### src/rtl/ul8_mem_pkg.sv
// ---------------------------------------------------------------------------
// Module : ul8_mem_pkg
// Brief  : Shared types and constants for the UL8 data-store RAM.
// Rev    : 1.0
// ---------------------------------------------------------------------------
`default_nettype none

package ul8_mem_pkg;

  typedef enum logic {
    MEM_CLEAR = 1'b0,
    MEM_RUN   = 1'b1
  } mem_state_t;

  localparam int RDW_OLD = 0;
  localparam int RDW_NEW = 1;

endpackage

`default_nettype wire

### src/rtl/ram_clr_ctrl.sv
// ---------------------------------------------------------------------------
// Module : ram_clr_ctrl
// Brief  : Clear sequencer: walks every address once, writing zero, after
//          reset or a clear request.
// Rev    : 1.0
// ---------------------------------------------------------------------------
`default_nettype none

module ram_clr_ctrl
  import ul8_mem_pkg::*;
#(
  parameter int ADDR_W = 5
) (
  input  logic              clk,
  input  logic              rst,
  input  logic              clr_req,
  output logic              busy,
  output logic              clr_we,
  output logic [ADDR_W-1:0] clr_addr
);

  localparam logic [ADDR_W-1:0] c_LAST = '1;

  mem_state_t        r_state;
  mem_state_t        w_state_nxt;
  logic [ADDR_W-1:0] r_clr_ptr;
  logic [ADDR_W-1:0] w_clr_ptr_nxt;
  logic              r_busy;
  logic              w_busy_nxt;

  always_ff @(posedge clk) begin
    if (rst) begin
      r_state   <= MEM_CLEAR;
      r_clr_ptr <= '0;
      r_busy    <= 1'b1;
    end else begin
      r_state   <= w_state_nxt;
      r_clr_ptr <= w_clr_ptr_nxt;
      r_busy    <= w_busy_nxt;
    end
  end

  always_comb begin
    w_state_nxt   = r_state;
    w_clr_ptr_nxt = r_clr_ptr;
    w_busy_nxt    = r_busy;
    case (r_state)
      MEM_CLEAR: begin
        // Requests arriving mid-clear are deliberately dropped, not queued.
        if (r_clr_ptr == c_LAST) begin
          w_state_nxt   = MEM_RUN;
          w_clr_ptr_nxt = '0;
          w_busy_nxt    = 1'b0;
        end else begin
          w_clr_ptr_nxt = r_clr_ptr + 1'b1;
        end
      end
      MEM_RUN: begin
        if (clr_req) begin
          w_state_nxt   = MEM_CLEAR;
          w_clr_ptr_nxt = '0;
          w_busy_nxt    = 1'b1;
        end
      end
    endcase
  end

  assign busy     = r_busy;
  assign clr_we   = (r_state == MEM_CLEAR) && !rst;
  assign clr_addr = r_clr_ptr;

endmodule

`default_nettype wire

### src/rtl/ram_dp_clr.sv
// ---------------------------------------------------------------------------
// Module : ram_dp_clr
// Brief  : Dual-port synchronous RAM (A read/write, B read-only) with a
//          self-clearing sequencer for the UL8 CPU data store.
// Rev    : 1.0
// ---------------------------------------------------------------------------
`default_nettype none

module ram_dp_clr
  import ul8_mem_pkg::*;
#(
  parameter int DATA_W = 8,
  parameter int ADDR_W = 5,
  parameter int RDW_B  = RDW_OLD
) (
  input  logic              clk,
  input  logic              rst,
  input  logic              clr_req,
  output logic              busy,
  input  logic              a_en,
  input  logic              a_we,
  input  logic [ADDR_W-1:0] a_addr,
  input  logic [DATA_W-1:0] a_wdata,
  output logic [DATA_W-1:0] a_rdata,
  input  logic              b_en,
  input  logic [ADDR_W-1:0] b_addr,
  output logic [DATA_W-1:0] b_rdata
);

  localparam int DEPTH = 2 ** ADDR_W;

  logic [DATA_W-1:0] r_mem [DEPTH];
  logic [DATA_W-1:0] r_a_rdata;
  logic [DATA_W-1:0] r_b_rdata;

  logic              w_busy;
  logic              w_clr_we;
  logic [ADDR_W-1:0] w_clr_addr;
  logic              w_a_wr;
  logic              w_we;
  logic [ADDR_W-1:0] w_waddr;
  logic [DATA_W-1:0] w_wdata;
  logic [DATA_W-1:0] w_b_data;

  ram_clr_ctrl #(
    .ADDR_W (ADDR_W)
  ) u_clr_ctrl (
    .clk      (clk),
    .rst      (rst),
    .clr_req  (clr_req),
    .busy     (w_busy),
    .clr_we   (w_clr_we),
    .clr_addr (w_clr_addr)
  );

  // Single array write port; busy guarantees clear and port A never collide.
  assign w_a_wr  = a_en && a_we && !w_busy && !rst;
  assign w_we    = w_clr_we || w_a_wr;
  assign w_waddr = w_busy ? w_clr_addr : a_addr;
  assign w_wdata = w_busy ? '0 : a_wdata;

  always_ff @(posedge clk) begin
    if (w_we) begin
      r_mem[w_waddr] <= w_wdata;
    end
  end

  generate
    if (RDW_B == RDW_NEW) begin : g_rdw_new
      assign w_b_data = (w_a_wr && (a_addr == b_addr)) ? a_wdata : r_mem[b_addr];
    end else begin : g_rdw_old
      assign w_b_data = r_mem[b_addr];
    end
  endgenerate

  always_ff @(posedge clk) begin
    if (rst || w_busy) begin
      r_a_rdata <= '0;
      r_b_rdata <= '0;
    end else begin
      if (a_en) begin
        r_a_rdata <= a_we ? a_wdata : r_mem[a_addr];
      end
      if (b_en) begin
        r_b_rdata <= w_b_data;
      end
    end
  end

  assign busy    = w_busy;
  assign a_rdata = r_a_rdata;
  assign b_rdata = r_b_rdata;

endmodule

`default_nettype wire

### config.mk
export PLATFORM = sky130hd
export DESIGN_NAME = ram_dp_clr
export DESIGN_NICKNAME = d
export VERILOG_FILES = /design/src/rtl/ul8_mem_pkg.sv /design/src/rtl/ram_clr_ctrl.sv /design/src/rtl/ram_dp_clr.sv
export SDC_FILE = /design/constraint.sdc
export NUM_CORES = 1
export LEC_CHECK = 0
export CAP_MARGIN = 20
export CELL_PAD_IN_SITES_DETAIL_PLACEMENT = 1
export CELL_PAD_IN_SITES_GLOBAL_PLACEMENT = 1
export CORE_MARGIN = 2
export CORE_UTILIZATION = 48
export CTS_CLUSTER_SIZE = 10
export DETAILED_ROUTE_END_ITERATION = 8
export MAX_ROUTING_LAYER = met4
export PLACE_DENSITY = 0.73
export REMOVE_ABC_BUFFERS = 1
export SLEW_MARGIN = 30
export SYNTH_ARGS = -nofsm -noshare
export SYNTH_HDL_FRONTEND = slang
export SYNTH_HIERARCHICAL = 1
export SYNTH_SLANG_ARGS = --single-unit
### constraint.sdc
create_clock -name clk -period 2.35 [get_ports clk]
set_input_delay 0.3525 -clock clk [delete_from_list [all_inputs] [get_ports clk]]
set_output_delay 0.3525 -clock clk [all_outputs]
set_load 0.01 [all_outputs]
Word level (Yosys, flattened, before mapping)
Memory sizes are Yosys's and may differ from the RTL's. A register that Yosys moved wholly into a read port is not among the register bits.
Index checks and enable logic that the tools add are counted.
W data, S select, Z words.
{ "word_totals": {"memories": 1, "output_inout_bits": 17, "in_bits": 24, "mem_bits_rw": 256, "register_bits": 15, "elab_cells": 33} }
{ "classes": {"n_addsub": 1, "bitwise_logic": 1, "reduce_logical": 9, "mux": 14, "n_eq_ne": 3} }
{ "mem_list": {"columns": ["memory", "words", "width", "rd", "rd_clocked_by_memory_dff", "write_ports", "line_no", "text"], "rows": [
  ["r_mem", 32, 8, 2, 1, 1, "ram_dp_clr.sv:32", "logic [DATA_W-1:0] r_mem [DEPTH];"]
]} }
{ "op_table": {"columns": ["operator", "count"], "rows": [
  ["$mux W8", 2],
  ["$mux W5", 3],
  ["$pmux W5 S2", 1],
  ["$mux W1", 6],
  ["$add A5 B1 Y5 const B", 1],
  ["$eq A5 B5 Y1 const B", 1],
  ["$logic_and A1 B1 Y1", 4],
  ["$pmux W1 S2", 2],
  ["$logic_not A1 Y1", 2],
  ["$logic_or A1 B1 Y1", 2],
  ["$ne A2 B1 Y1 const B", 1],
  ["$ne A2 B2 Y1 const B", 1],
  ["$reduce_and A2 Y1", 1],
  ["$not A1 Y1", 1]
]} }

Depth between registers and ports, before layout
Gate-level depths: netlist of run 1.
{ "depth": {"depth_word": 6, "mapped_depth": 7, "mapped_depth_nobuf": 6} }

Modules after synthesis
Netlist of run 1, hierarchy kept.
{ "by_module_without_submodules": {"columns": ["mod", "cells_per_inst", "seq_area_each_um2", "instances", "area_per_inst_um2"], "rows": [
  ["ram_dp_clr", 709, 8007.7, 1, 12712.2],
  ["ram_clr_ctrl", 39, 140.1, 1, 335.3]
]} }

Worst setup path before layout of run 1
No wires, ideal clock.
{ "synth_timing": {"path_type": "input to register", "startpoint": "input port a_addr[0]", "endpoint": "memory r_mem[13][0] (enable)", "t_required_ps": 1980, "n_path_buf": 3, "setup_slack_ps": 55, "cell_stages": 7, "setup_ps": 370, "arrival_time_ps": 1924, "path_cell_list": "buf_4 > buf_4 > buf_2 > inv_2 > o32ai_1 > nand2_1 > nor2_1"} }
{ "synth_via": {"elab_chain_len": 1} }
{ "synth_lines": {"columns": ["item", "line_no", "text"], "rows": [
  ["start: declaration", "ram_dp_clr.sv:22", "input logic [ADDR_W-1:0] a_addr,"],
  ["$mux W5", "ram_dp_clr.sv:59", "assign w_waddr = w_busy ? w_clr_addr : a_addr;"],
  ["end: declaration", "ram_dp_clr.sv:32", null]
]} }
Every way passes these cells.

Worst setup path in the final report of run 1
{ "layout_timing": {"startpoint": "register u_clr_ctrl.r_busy (netlist: u_clr_ctrl/busy)", "endpoint": "memory r_mem[17][5] (enable)"} }
{ "layout_via": {"elab_chain_len": 6, "elab_cells_between_ends": 7, "cone_classes": "mux: 3; reduce/logical: 4"} }
{ "layout_lines": {"columns": ["item", "line_no", "text"], "rows": [
  ["start: declaration", "ram_clr_ctrl.sv:28", "logic r_busy;"],
  ["start signal: assignment", "ram_clr_ctrl.sv:39", "r_busy <= w_busy_nxt;"],
  ["$logic_not A1 Y1", "ram_dp_clr.sv:57", "assign w_a_wr = a_en && a_we && !w_busy && !rst;"],
  ["$logic_and A1 B1 Y1 (2 in series)", "ram_dp_clr.sv:57", null],
  ["$logic_or A1 B1 Y1", "ram_dp_clr.sv:58", "assign w_we = w_clr_we || w_a_wr;"],
  ["$mux W1", "ram_dp_clr.sv:63", "if (w_we) begin"],
  ["$mux W1 (not written as such)", "ram_dp_clr.sv:64", "r_mem[w_waddr] <= w_wdata;"]
]} }
Several ways; a longest one is shown, not always the timed one.

==> results of run 1 <==
## power breakdown
group	internal, mW	switching (mW)	total (mW)
logic	0.400	0.448	0.848
registers	5.38	0.0221	5.40
clock network	2.89	1.93	4.82
## critical path: stages, from the launching register on
cell                      delay (ns)
sky130_fd_sc_hd__dfxtp_1        0.54
sky130_fd_sc_hd__buf_4          0.24
sky130_fd_sc_hd__mux2i_1        0.40
sky130_fd_sc_hd__nand2_1        0.26
sky130_fd_sc_hd__nor2_1         0.24
sky130_fd_sc_hd__buf_4          0.21
## stage by stage
stage,instances,hold WS [ns],area (um^2)
final,1243,0.570,15600
after global routing,1243,0.573,15600
after CTS,1243,0.549,15600
after detailed placement,1188,0.581,14600
after global placement,1188,0.551,14600
after floorplan,696,0.422,12800
## kinds of logic after synthesis
family	after synthesis	share of synthesized area [%]
AND/OR/NAND/NOR	134	5.05
buffers and inverters	58	2.16
AO/OA/AOI/OAI	108	5.87
XOR/XNOR	1	0.0671
adder cells (fa/ha/maj)	2	0.192
multiplexers	166	24.2
flip-flops	279	62.4
## cells in the final DEF (no fill, tap or decap), types with 3 or more instances in the layout
master / Yosys / routed
sky130_fd_sc_hd__o22ai_1: 4 / 4
sky130_fd_sc_hd__a22oi_1: 23 / 23
sky130_fd_sc_hd__a211o_1: 7 / 7
sky130_fd_sc_hd__inv_1: 4 / 4
sky130_fd_sc_hd__nor2_1: 41 / 41
sky130_fd_sc_hd__edfxtp_1: 256 / 256
sky130_fd_sc_hd__mux2i_1: 31 / 31
sky130_fd_sc_hd__o32ai_1: 5 / 5
sky130_fd_sc_hd__a221o_1: 3 / 3
sky130_fd_sc_hd__nand2b_1: 8 / 8
sky130_fd_sc_hd__nor2b_2: 0 / 8
sky130_fd_sc_hd__a41o_1: 7 / 7
sky130_fd_sc_hd__o21ai_0: 9 / 9
sky130_fd_sc_hd__a22o_1: 5 / 5
sky130_fd_sc_hd__mux4_2: 118 / 118
sky130_fd_sc_hd__a31oi_1: 10 / 10
sky130_fd_sc_hd__a21oi_1: 23 / 23
sky130_fd_sc_hd__dfxtp_1: 23 / 23
sky130_fd_sc_hd__clkbuf_16: 0 / 37
sky130_fd_sc_hd__clkbuf_1: 14 / 17
sky130_fd_sc_hd__buf_12: 0 / 15
sky130_fd_sc_hd__nand2_1: 31 / 31
sky130_fd_sc_hd__nand3_1: 16 / 16
sky130_fd_sc_hd__clkdlybuf4s50_1: 0 / 36
sky130_fd_sc_hd__mux2_2: 17 / 17
sky130_fd_sc_hd__nor2b_1: 17 / 9
sky130_fd_sc_hd__and2_1: 4 / 4
sky130_fd_sc_hd__buf_4: 9 / 99
## flip-flops by register name, summed over array words and instances, names as in the netlist
| signal | flops |
|---|---|
| u_clr_ctrl/busy | 1 |
| a_rdata | 8 |
| r_mem | 256 |
| b_rdata | 8 |
| u_clr_ctrl/clr_addr | 5 |
| u_clr_ctrl/r_state | 1 |
## worst max-delay path by stage
| stage | to |
|---|---|
| after global placement | r_mem[22][7] |
| final | r_mem[17][5] |
| after detailed placement | r_mem[2][5] |
| after CTS | busy |
| after global routing | r_mem[17][0] |
| after floorplan | r_mem[16][0] |
## per-layer routing
layer | vias up | track usage [%] | share of wire [%] | wire [um]
met5 | - | - | 0 | 0
met2 | 385 | 47.7 | 50 | 19800
li1 | 3400 | - | - | -
met3 | 91 | 4.47 | 6.6 | 2620
met1 | 4349 | 37.1 | 39 | 15400
met4 | 0 | 12.2 | 4.3 | 1720
## cell type report
class / instances / area [um^2] / share of cell area, %
clock buffers: 55 / 1000 / 6.41
inverters: 6 / 22.5 / 0.144
multi-input cells: 411 / 4640 / 29.6
flip-flops and latches: 279 / 8150 / 52.1
well taps: 341 / 427 / 2.73
repair buffers: 151 / 1410 / 9.00
==> impl_metrics.xml, run 1 <==
<?xml version="1.0" encoding="UTF-8"?>
<metrics>
  <group name="status">
    <metric name="run_status" unit="">finished clean</metric>
  </group>
  <group name="clock_tree">
    <metric name="cts.path.max_buffers" unit="">3</metric>
    <metric name="post_cts.resized_instances" unit="">0</metric>
    <metric name="cts.hold.buffers_added" unit="">0</metric>
    <metric name="cts-htree-levels" unit="">2</metric>
    <metric name="clock_latency" unit="ns">0.51</metric>
    <metric name="numCtsBuffers" unit="">34</metric>
    <metric name="tritoncts" unit="">built</metric>
    <metric name="count_of_clock_tree_sinks" unit="">279</metric>
    <metric name="clk_pin_slew" unit="ns">0.06</metric>
    <metric name="ctsRootBufferMaster" unit="">sky130_fd_sc_hd__clkbuf_16</metric>
    <metric name="cts.repair_timing.setup_buffer_count" unit="">0</metric>
  </group>
  <group name="timing">
    <metric name="layout_worst_path_cycle_share" unit="%">93.5</metric>
    <metric name="slew_worst_pin" unit="ns">0.688</metric>
    <metric name="hold_viol" unit="">0</metric>
    <metric name="finalWorstPathRequiredPeriod" unit="ns">2.20</metric>
    <metric name="max_freq" unit="GHz">0.455</metric>
    <metric name="unrepaired_setup_endpoints_after_global_routing" unit="">false</metric>
    <metric name="slew_viol_final" unit="">0</metric>
    <metric name="finalSetupViolCount" unit="">0</metric>
    <metric name="slew_hr" unit="%">54.1</metric>
    <metric name="fin_tns_setup" unit="ns">0</metric>
    <metric name="worst_clock_skew" unit="ns">0.0118</metric>
    <metric name="fin_ws" unit="ns">0.154</metric>
  </group>
  <group name="drt">
    <metric name="route.detailed.drc" unit="">0</metric>
    <metric name="detail_route.vias_per_cell" unit="">6.62</metric>
    <metric name="wl_per_cell" unit="um">31.9</metric>
    <metric name="firstDrtPassIters" unit="">5</metric>
    <metric name="detail_route.iter0.violations" unit="">886</metric>
    <metric name="routed_wl" unit="um">39600</metric>
    <metric name="detail-route-antenna-nets" unit="">0</metric>
    <metric name="routed-via-count" unit="">8225</metric>
  </group>
  <group name="worst_hold_path">
    <metric name="holdPathEnd" unit="">u_clr_ctrl/r_state</metric>
    <metric name="hp-class" unit="">in -&gt; reg</metric>
    <metric name="hold_path_depth" unit="">2</metric>
    <metric name="worstHoldStart" unit="">clr_req</metric>
  </group>
  <group name="global_route">
    <metric name="grt_overflow" unit="">0</metric>
    <metric name="via_count_of_the_first_global_routing_pass" unit="">8833</metric>
    <metric name="grtUsageTotal" unit="%">29.3</metric>
    <metric name="pin_count_of_the_biggest_net_entering_global_routing" unit="">42</metric>
    <metric name="first_pass_grt_wire_length" unit="um">58200</metric>
    <metric name="grt_antenna_before_repair" unit="">0</metric>
  </group>
  <group name="worst_setup_path">
    <metric name="critical_path_class" unit="">reg -&gt; reg</metric>
    <metric name="worstRegToRegCells" unit="">5</metric>
    <metric name="critPathMaxFanout" unit="">9</metric>
    <metric name="worstReg2RegStart" unit="">u_clr_ctrl/busy</metric>
    <metric name="crit_required" unit="ns">2.56</metric>
    <metric name="crit_path_end_kind" unit="">flip-flop</metric>
    <metric name="cp.arrival" unit="ns">2.41</metric>
    <metric name="timing.critical_path.from_type" unit="">flip-flop</metric>
    <metric name="worst_r2r_endpoint" unit="">r_mem[17][5]</metric>
    <metric name="regToRegSetupSlack" unit="ns">0.15</metric>
    <metric name="critical_path_origin" unit="">u_clr_ctrl/busy</metric>
  </group>
  <group name="synthesis">
    <metric name="synthesis.area" unit="um^2">13000</metric>
    <metric name="yosysSeqAreaShare" unit="%">62.4</metric>
    <metric name="cell_types_with_the_largest_area_share_after_synthesis" unit="">sky130_fd_sc_hd__edfxtp_1 59%, sky130_fd_sc_hd__mux4_2 20%, sky130_fd_sc_hd__dfxtp_1 3.5%</metric>
    <metric name="syn-instance-count" unit="">748</metric>
    <metric name="ys.warnings.count" unit="">6</metric>
    <metric name="ys_seq_elements" unit="">279</metric>
    <metric name="ys_top_cells_by_count" unit="">256 x sky130_fd_sc_hd__edfxtp_1, 118 x sky130_fd_sc_hd__mux4_2, 41 x sky130_fd_sc_hd__nor2_1</metric>
    <metric name="synthFlopType" unit="">sky130_fd_sc_hd__edfxtp_1</metric>
    <metric name="async_reset_ff_share" unit="%">0</metric>
    <metric name="synth_enable_flop_cells" unit="">256</metric>
    <metric name="synth_top_area_share" unit="%">58.9</metric>
    <metric name="yosys.area.top_type" unit="">sky130_fd_sc_hd__edfxtp_1</metric>
    <metric name="most_common_cell_in_the_synthesized_netlist" unit="">sky130_fd_sc_hd__edfxtp_1</metric>
    <metric name="syn-mean-instance-area" unit="um^2">17.4</metric>
    <metric name="yosys.cell_types.count" unit="">51</metric>
  </group>
  <group name="placed_design">
    <metric name="gp_routability_congestion" unit="">0.922</metric>
    <metric name="dp_slack" unit="ns">-0.197</metric>
    <metric name="detailedPlacementHpwl" unit="um">27400</metric>
    <metric name="placement.io_buffers" unit="">40</metric>
  </group>
  <group name="power_and_ir_drop">
    <metric name="power_density_over_the_cells" unit="nW/um^2">707</metric>
    <metric name="p_leak" unit="nW">5.35</metric>
    <metric name="power_total" unit="mW">11.1</metric>
    <metric name="vdd_ir_drop_max" unit="mV">0.581</metric>
  </group>
  <group name="cells_and_area">
    <metric name="flow.area_growth_from_synthesis" unit="%">19.9</metric>
    <metric name="filler_cell_count" unit="">2369</metric>
    <metric name="finish.utilization" unit="%">58.4</metric>
    <metric name="nets" unit="">909</metric>
    <metric name="antenna-diode-count" unit="">0</metric>
    <metric name="post_route_cells_drive_above_1_share" unit="%">33.5</metric>
  </group>
  <group name="die">
    <metric name="design.die.area" unit="um^2">28500</metric>
    <metric name="die_x" unit="um">169</metric>
    <metric name="io_pins" unit="">41</metric>
    <metric name="chipHeight" unit="um">169</metric>
    <metric name="placeableCoreArea" unit="um^2">26800</metric>
    <metric name="start_util" unit="%">48.7</metric>
    <metric name="placement_rows" unit="">60</metric>
  </group>
  <group name="job">
    <metric name="max_cap_violations" unit="">0</metric>
  </group>
</metrics>
(Power assumes the default switching activity.)
==> run 2, diff against run 1 <==
CORE_ASPECT_RATIO = 0.8   (was not set)
==> impl_metrics.xml, run 2 (synthesized netlist as in run 1, its figures left out) <==
<?xml version="1.0" encoding="UTF-8"?>
<metrics>
  <group name="cells_and_area">
    <metric name="finish.utilization" unit="%">58.7</metric>
    <metric name="fin_cells" unit="">1257</metric>
    <metric name="nets" unit="">900</metric>
    <metric name="highest_count_cells_in_the_layout_ignoring_fill_and_taps" unit="">256 x sky130_fd_sc_hd__edfxtp_1, 118 x sky130_fd_sc_hd__mux4_2, 93 x sky130_fd_sc_hd__buf_4, 41 x sky130_fd_sc_hd__nor2_1, 36 x sky130_fd_sc_hd__clkdlybuf4s50_1</metric>
    <metric name="registers.top_by_ff_count" unit="">r_mem</metric>
    <metric name="flow.area_growth_from_synthesis" unit="%">19.4</metric>
    <metric name="layout.cells.most_common" unit="">sky130_fd_sc_hd__edfxtp_1</metric>
    <metric name="largest_register_ffs" unit="">256</metric>
    <metric name="post_route_cells_drive_above_1_share" unit="%">32.7</metric>
  </group>
  <group name="drt">
    <metric name="routed-via-count" unit="">8320</metric>
    <metric name="detail_route.vias_per_cell" unit="">6.62</metric>
    <metric name="firstDrtPassIters" unit="">5</metric>
    <metric name="wl_per_cell" unit="um">31.7</metric>
    <metric name="routed_wl" unit="um">39900</metric>
    <metric name="route.detailed.drc" unit="">0</metric>
    <metric name="detail-route-antenna-nets" unit="">0</metric>
    <metric name="detail_route.iter0.violations" unit="">1010</metric>
  </group>
  <group name="worst_setup_path">
    <metric name="critPathMaxStageDelay" unit="ns">0.57</metric>
    <metric name="timing.critical_path.from_type" unit="">flip-flop</metric>
    <metric name="cp.arrival" unit="ns">1.75</metric>
    <metric name="regToRegSetupSlack" unit="ns">0.28</metric>
    <metric name="crit_path_end_kind" unit="">primary output</metric>
    <metric name="buffers_and_inverters_on_the_worst_path" unit="">2</metric>
    <metric name="critical_path_class" unit="">reg -&gt; out</metric>
    <metric name="critPathMaxFanout" unit="">11</metric>
    <metric name="worst_path_dominant_cell_family" unit="">buffers and inverters</metric>
    <metric name="crit_required" unit="ns">2.00</metric>
    <metric name="cp_slowest_cell" unit="">sky130_fd_sc_hd__clkdlybuf4s50_1</metric>
    <metric name="critical_path.cell_chain" unit="">buf_4 -&gt; clkdlybuf4s50_1</metric>
  </group>
  <group name="clock_tree">
    <metric name="count_of_clock_tree_sinks" unit="">279</metric>
    <metric name="cts.repair_timing.setup_buffer_count" unit="">0</metric>
    <metric name="ctsRootBufferMaster" unit="">sky130_fd_sc_hd__clkbuf_16</metric>
    <metric name="cts-htree-levels" unit="">2</metric>
    <metric name="clock_latency" unit="ns">0.51</metric>
    <metric name="numCtsBuffers" unit="">34</metric>
    <metric name="tritoncts" unit="">built</metric>
    <metric name="clk_pin_slew" unit="ns">0.06</metric>
    <metric name="post_cts.resized_instances" unit="">0</metric>
    <metric name="cts.path.max_buffers" unit="">3</metric>
    <metric name="cts.hold.buffers_added" unit="">0</metric>
  </group>
  <group name="power_and_ir_drop">
    <metric name="p_leak" unit="nW">5.30</metric>
    <metric name="power_total" unit="mW">11.1</metric>
    <metric name="power_density_over_the_cells" unit="nW/um^2">712</metric>
    <metric name="vdd_ir_drop_max" unit="mV">0.627</metric>
  </group>
  <group name="placed_design">
    <metric name="numPlacedInstances" unit="">1195</metric>
    <metric name="gp_routability_congestion" unit="">0.946</metric>
    <metric name="detailedPlacementHpwl" unit="um">27000</metric>
    <metric name="placement.io_buffers" unit="">40</metric>
  </group>
  <group name="timing">
    <metric name="unrepaired_setup_endpoints_after_global_routing" unit="">false</metric>
    <metric name="worst_clock_skew" unit="ns">0.0158</metric>
    <metric name="hold_viol" unit="">0</metric>
    <metric name="slew_hr" unit="%">64.6</metric>
    <metric name="layout_worst_path_cycle_share" unit="%">89.5</metric>
    <metric name="slew_worst_pin" unit="ns">0.517</metric>
    <metric name="finalSetupViolCount" unit="">0</metric>
    <metric name="fin_tns_setup" unit="ns">0</metric>
    <metric name="slew_viol_final" unit="">0</metric>
    <metric name="finalWorstPathRequiredPeriod" unit="ns">2.10</metric>
    <metric name="max_freq" unit="GHz">0.476</metric>
  </group>
  <group name="global_route">
    <metric name="grt_overflow" unit="">0</metric>
    <metric name="grtUsageTotal" unit="%">29.9</metric>
    <metric name="via_count_of_the_first_global_routing_pass" unit="">8543</metric>
    <metric name="pin_count_of_the_biggest_net_entering_global_routing" unit="">35</metric>
    <metric name="first_pass_grt_wire_length" unit="um">58900</metric>
    <metric name="grt_antenna_before_repair" unit="">1</metric>
  </group>
  <group name="die">
    <metric name="design.die.area" unit="um^2">28500</metric>
    <metric name="placement_rows" unit="">53</metric>
    <metric name="placeableCoreArea" unit="um^2">26500</metric>
    <metric name="io_pins" unit="">41</metric>
    <metric name="die_x" unit="um">188</metric>
    <metric name="chipHeight" unit="um">151</metric>
    <metric name="start_util" unit="%">49.2</metric>
  </group>
  <group name="status">
    <metric name="run_status" unit="">finished clean</metric>
  </group>
  <group name="job">
    <metric name="max_cap_violations" unit="">0</metric>
  </group>
  <group name="worst_hold_path">
    <metric name="hp-class" unit="">in -&gt; reg</metric>
  </group>
</metrics>
[run 2: cell count changes in the layout (fill, tap and decap cells not counted), sizes merged]
cell	before	now
inv	6	8
diode	0	1
bufinv	0	1
buf	115	106
clkbuf	55	56
clkinv	0	2
[run 2: layout make-up]
type / instances / area [um^2]
Tap cell: 357 / 447
Inverter: 6 / 22.5
Multi-Input combinational cell: 411 / 4640
Antenna cell: 1 / 2.50
Fill cell: 2401 / 11000
Timing Repair Buffer: 142 / 1300
Sequential cell: 279 / 8150
Clock inverter: 5 / 67.6
Clock buffer: 56 / 943
[run 2: worst reg2reg max path, cell delays in order (launching register included)]
cell                      delay [ns]
sky130_fd_sc_hd__dfxtp_1        0.35
sky130_fd_sc_hd__buf_4          0.22
sky130_fd_sc_hd__nor2_1         0.31
sky130_fd_sc_hd__a21o_1         0.22
sky130_fd_sc_hd__o21ai_1        0.08
sky130_fd_sc_hd__buf_4          0.20
sky130_fd_sc_hd__nor2_1         0.18
sky130_fd_sc_hd__buf_4          0.22
[run 2: worst paths after layout]
kind | from | to | depth (start not counted)
hold / removal | clr_req | u_clr_ctrl/r_state | 2
setup / recovery | u_clr_ctrl/busy | busy | 2
hold reg to reg | b_rdata[2] | b_rdata[2] | 2
setup reg to reg | u_clr_ctrl/busy | r_mem[18][1] | 7
[run 2: per-stage QoR]
stage / worst slack, ns / area (um^2) / hold WS [ns]
floorplan: 0.302 / 12800 / 0.422
global placement: -0.0455 / 14600 / 0.549
detailed placement: -0.0841 / 14600 / 0.547
CTS: 0.260 / 15600 / 0.517
global route: 0.183 / 15600 / 0.560
finish: 0.248 / 15600 / 0.535
[run 2: layer usage]
layer | global-route usage [%] | vias to the layer above | part of all wire, %
met2 | 44.6 | 453 | 46
met5 | - | - | 0
li1 | - | 3377 | -
met1 | 42.6 | 4424 | 42
met4 | 8.16 | 0 | 2.6
met3 | 5.71 | 66 | 9.7
[run 2: power by group]
| group | internal, mW | total (mW) | switching, mW |
|---|---|---|---|
| combinational | 0.395 | 0.847 | 0.452 |
| sequential | 5.38 | 5.40 | 0.0240 |
| clock | 2.86 | 4.85 | 1.99 |
==> run 3, diff against run 2 <==
HOLD_SLACK_MARGIN = 0.08   (was not set)
==> results of run 3 <==
Same layout as run 2: the final DEF is identical, and so are final timing and power.
